==> src/rtl/ripple_slice_sequencer.sv <==
// rtl/ripple_slice_sequencer.sv - sequences an N*W-bit add through one external N-bit ripple adder
// One slice per clock, LSB first; the carry between slices lives in a register.
module ripple_slice_sequencer #(
    parameter int N = 4,
    parameter int W = 4
) (
    input  logic           clk,
    input  logic           rst,
    input  logic           start_valid,
    output logic           start_ready,
    input  logic [N*W-1:0] a,
    input  logic [N*W-1:0] b,
    input  logic           cin,
    output logic [N-1:0]   slice_a,
    output logic [N-1:0]   slice_b,
    output logic           slice_ci,
    input  logic [N-1:0]   slice_sum,
    input  logic           slice_co,
    output logic           res_valid,
    input  logic           res_ready,
    output logic [N*W-1:0] sum,
    output logic           cout,
    output logic           ovf
);

    localparam int KW  = (W > 1) ? $clog2(W) : 1;
    localparam int MSB = N*W - 1;

    typedef enum logic [1:0] {IDLE, RUN, DONE} state_t;

    state_t         state;
    state_t         state_next;
    logic [KW-1:0]  k;
    logic [N*W-1:0] a_reg;
    logic [N*W-1:0] b_reg;
    logic [N*W-1:0] sum_reg;
    logic           carry;
    logic           cout_reg;
    logic           ovf_reg;
    logic           last_slice;

    assign last_slice = (k == KW'(W - 1));

    always_comb begin
        state_next = state;
        case (state)
            IDLE:    if (start_valid) state_next = RUN;
            RUN:     if (last_slice)  state_next = DONE;
            DONE:    if (res_ready)   state_next = IDLE;
            default: state_next = IDLE;
        endcase
    end

    // Slice mux is fed only from captured registers, never from a/b/cin directly.
    always_comb begin
        start_ready = (state == IDLE);
        res_valid   = (state == DONE);
        slice_a     = '0;
        slice_b     = '0;
        slice_ci    = 1'b0;
        if (state == RUN) begin
            slice_ci = carry;
            for (int i = 0; i < W; i++) begin
                if (k == KW'(i)) begin
                    slice_a = a_reg[i*N +: N];
                    slice_b = b_reg[i*N +: N];
                end
            end
        end
    end

    always_ff @(posedge clk) begin
        if (rst) begin
            state    <= IDLE;
            k        <= '0;
            carry    <= 1'b0;
            a_reg    <= '0;
            b_reg    <= '0;
            sum_reg  <= '0;
            cout_reg <= 1'b0;
            ovf_reg  <= 1'b0;
        end else begin
            state <= state_next;
            case (state)
                IDLE: begin
                    if (start_valid) begin
                        a_reg <= a;
                        b_reg <= b;
                        carry <= cin;
                        k     <= '0;
                    end
                end
                RUN: begin
                    for (int i = 0; i < W; i++) begin
                        if (k == KW'(i)) sum_reg[i*N +: N] <= slice_sum;
                    end
                    carry <= slice_co;
                    if (last_slice) begin
                        k        <= '0;
                        cout_reg <= slice_co;
                        // The top slice's sum MSB is the result MSB, so take it straight from the adder.
                        ovf_reg  <= (a_reg[MSB] == b_reg[MSB]) && (slice_sum[N-1] != a_reg[MSB]);
                    end else begin
                        k <= k + 1'b1;
                    end
                end
                default: ;
            endcase
        end
    end

    assign sum  = sum_reg;
    assign cout = cout_reg;
    assign ovf  = ovf_reg;

endmodule

==> config.mk <==
export PLATFORM = sky130hd
export DESIGN_NAME = ripple_slice_sequencer
export DESIGN_NICKNAME = d
export VERILOG_FILES = /design/src/rtl/ripple_slice_sequencer.sv
export SDC_FILE = /design/constraint.sdc
export NUM_CORES = 1
export LEC_CHECK = 0
export BUFFER_PORTS_ARGS = -buffer_cell sky130_fd_sc_hd__buf_2
export CELL_PAD_IN_SITES_DETAIL_PLACEMENT = 0
export CELL_PAD_IN_SITES_GLOBAL_PLACEMENT = 1
export CORE_MARGIN = 2
export CORE_UTILIZATION = 37
export DETAILED_ROUTE_END_ITERATION = 10
export MAX_ROUTING_LAYER = met4
export PLACE_DENSITY_LB_ADDON = 0.1
export REMOVE_ABC_BUFFERS = 1
export SETUP_SLACK_MARGIN = 0.02
export SLEW_MARGIN = 20
export SYNTH_ARGS = -nofsm -noshare
export SYNTH_HDL_FRONTEND = slang
export SYNTH_SLANG_ARGS = --single-unit
==> constraint.sdc <==
create_clock -name clk -period 2 [get_ports clk]
set_clock_uncertainty 0.1 [all_clocks]
set_input_delay 0.4 -clock clk [delete_from_list [all_inputs] [get_ports clk]]
set_output_delay 0.4 -clock clk [all_outputs]
set_load 0.05 [all_outputs]
==> out/results.tsv <==
stage	metric	value	unit
clocking	cts bufs inserted	5	
floorplanning	area of the core	6314	µm²
timing	Final period util	111.7	%
pwr	leakage power	1.313	nW
pwr	VDD IR max	0.0004109	V
grt	global route overflow	0	
route	wire length per cell	13.74	µm
final_layout	FF+latch area	1106	µm²
clocking	clock-pin slew on the worst setup and hold paths	90	ps
final_layout	share of cells above drive strength 1	34.52	%
floorplanning	Chip Height	84.45	µm
timing	RSZ-0062 raised after global routing	yes	
floorplanning	Starting Density	37.93	%
route	DRT iter0 DRCs	66	
timing	Final Setup Violations	8	
route	Routed WL	6.071	mm
clocking	CTS Buffer Depth	2	
yosys	gate count of the mapped netlist	292	
route	via count	2254	
yosys	Mapped Area	2395	µm²
final_layout	number of fill cells	662	
worst_setup_path	Startpoint Class	flip-flop	
grt	vias in the first global route	2177	
route	DRT antenna net count	0	
route	Pre-antenna DRT Iters	4	
grt	initial antenna violation count	0	
placed_design	Post-DP HPWL	3.946	mm
clocking	TritonCTS clock tree	yes	
final_layout	area of the multi-input gates	1301	µm²
timing	Hold WS	218.8	ps
worst_setup_path	Crit Path Class	flip-flop to output port	
floorplanning	Std-Cell Rows	29	
placed_design	Final Wtd Congestion	0.7465	
route	# DRC	0	
timing	minimum clock period	2234	ps
floorplanning	Top Ports	71	
timing	f_max	447.7	MHz
hold_path	Hold Crit Class	primary input to flip-flop	
grt	Total Routing Usage GR	17.90	%
pwr	Tot Pwr	2.219	mW
floorplanning	DIE WIDTH	84.45	µm
timing	final hold violation count	0	
yosys	mean post-synth cell area	8.201	µm²
timing	Worst-Margin Slew	385.1	ps
status	status	finished, violations left	
route	average vias per placed instance	5.100	
clocking	Post-CTS Hold Buffers	0	
worst_setup_path	Worst EP arrival	1730	ps
yosys	Distinct cells, synth	33	
yosys	synthesized flop and latch total	55	
placed_design	DP Area	2840	µm²
yosys	synth warn	0	
worst_setup_path	critical path required time	1500	ps
timing	Setup TNS	-1630	ps
job	max cap viols	0	
grt	largest net degree at the start of global routing	56	
timing	Max-slew headroom	74.32	%
final_layout	Layout area overhead	33.28	%
clocking	root buffer cell	clkbuf_8	
clocking	htree depth	2	
status	failing checks	setup timing	
worst_setup_path	Worst Path Max Fanout	6	
timing	max-slew violations	0	
final_layout	Finished Cell Area	3192	µm²
final_layout	# diodes	0	
floorplanning	area of the die	7132	µm²
placed_design	Buffers on Ports	70	
final_layout	Layout Nets	410	
worst_setup_path	critical path endpoint category	output port	
pwr	Cell Pwr Density	695.2	nW/µm²
clocking	clock network latency to the later pin of the worst-skew pair	310	ps
clocking	Sink Count	55	
grt	first-pass GRT wire length	10.14	mm
timing	min setup slack post-route	-233.6	ps
yosys	Seq/Total Area, Yosys	45.98	%
==> timing repair <==
action                     4_1_cts  5_1_grt
buffers inserted                 1        0
setup endpoints to repair        8        9
gates resized for setup         54        7
pin swaps                        5        1
gates cloned                     0        1
==> per-stage QoR <==
stage / instances / util (%) / worst slack, ps
2_1_floorplan: 269 / - / -1002
3_3_place_gp: 432 / 44.99 / -56.86
3_5_place_dp: 432 / 44.99 / -92.96
4_1_cts: 441 / 50.10 / -240.6
5_1_grt: 442 / 50.55 / -299.4
6_report: 442 / 50.55 / -233.6
==> synth_stat cells <==
library cell,instances,share of area (%)
a211oi_1,1,0.31
a21oi_1,46,9.6
a21oi_2,2,0.73
a221oi_1,8,2.9
a22oi_1,1,0.31
and2b_1,1,0.31
and3b_1,1,0.37
buf_1,2,0.31
buf_2,4,0.84
buf_4,2,0.63
buf_6,8,3.8
clkbuf_1,7,1.1
dfxtp_1,55,46
ha_1,4,2.1
inv_1,4,0.63
mux2i_1,5,2.1
nand2_1,77,12
nand2_2,2,0.52
nand2b_1,3,0.78
nand3_1,19,4.0
nand3b_1,3,0.94
nand3b_2,1,0.47
nor2_1,10,1.6
nor2b_1,2,0.52
nor3_1,2,0.42
nor3b_1,1,0.31
nor3b_4,1,0.78
o21a_1,1,0.31
o21ai_0,8,1.7
o21bai_1,1,0.31
o31ai_1,6,1.9
o32ai_1,2,0.73
or3b_1,2,0.73
==> cells in the final DEF, fill, tap and decap left out, types with 2 or more instances in the layout <==
master	count
a21oi_1	46
a21oi_2	2
a221oi_1	2
a221oi_2	4
a221oi_4	2
buf_12	3
buf_2	61
buf_4	14
buf_6	10
clkbuf_8	5
dfxtp_1	53
ha_2	2
ha_4	2
inv_4	2
mux2i_1	5
nand2_1	77
nand2_2	2
nand2b_1	2
nand3_1	19
nand3b_1	3
nor2_1	10
nor3_1	2
o21ai_0	5
o21ai_1	3
o31ai_2	5
o32ai_4	2
or3b_1	2
==> cell type report <==
cell class	instances	area share (%)
clock buffer	6	2.274
sequential	55	34.65
clock inverter	2	0.3920
tap	77	3.018
timing repair buffer	88	18.27
inverter	4	0.6272
multi-input combinational	210	40.77
==> routing by layer <==
layer | track usage (%) | part of all wire, % | up-vias
li1 | - | - | 1141
met1 | 21.86 | 46 | 1051
met2 | 30.45 | 49 | 54
met3 | 3.343 | 4.4 | 8
met4 | 4.762 | 1.1 | 0
met5 | - | 0 | -
==> path summary, 6_finish.rpt <==
path,start,end,slack (ps),cells past startpoint
worst max-delay path,k[1],slice_b[2],-230,7
worst max register to register,k[1],sum[11],360,7
worst min-delay path,b[14],b_reg[14],220,3
worst min register to register,sum[4],sum[4],350,2
==> cell families (layout without fill, tap and decap cells) <==
group,Yosys count,after routing,synth area share (%)
AO/OA/AOI/OAI,76,76,18.81
adder cells (fa/ha/maj),4,4,2.090
buffers and inverters,27,100,7.262
flip-flops,55,55,45.98
multiplexers,5,5,2.090
AND/OR/NAND/NOR,125,125,23.77
==> power breakdown <==
| part | internal, mW | switching [mW] | total, mW |
|---|---|---|---|
| Sequential | 1.15 | 0.0336 | 1.18 |
| Combinational | 0.173 | 0.262 | 0.434 |
| Clock | 0.246 | 0.358 | 0.604 |
| Total | 1.57 | 0.653 | 2.22 |
==> critical path: stages, from the launching register on <==
cell and delay (ps):
dfxtp_2 330, inv_2 90, ha_4 140, nor2b_4 150
buf_6 150, a221oi_1 90, o31ai_2 290, buf_6 200
Note: power is estimated with default switching activity, not from simulation.
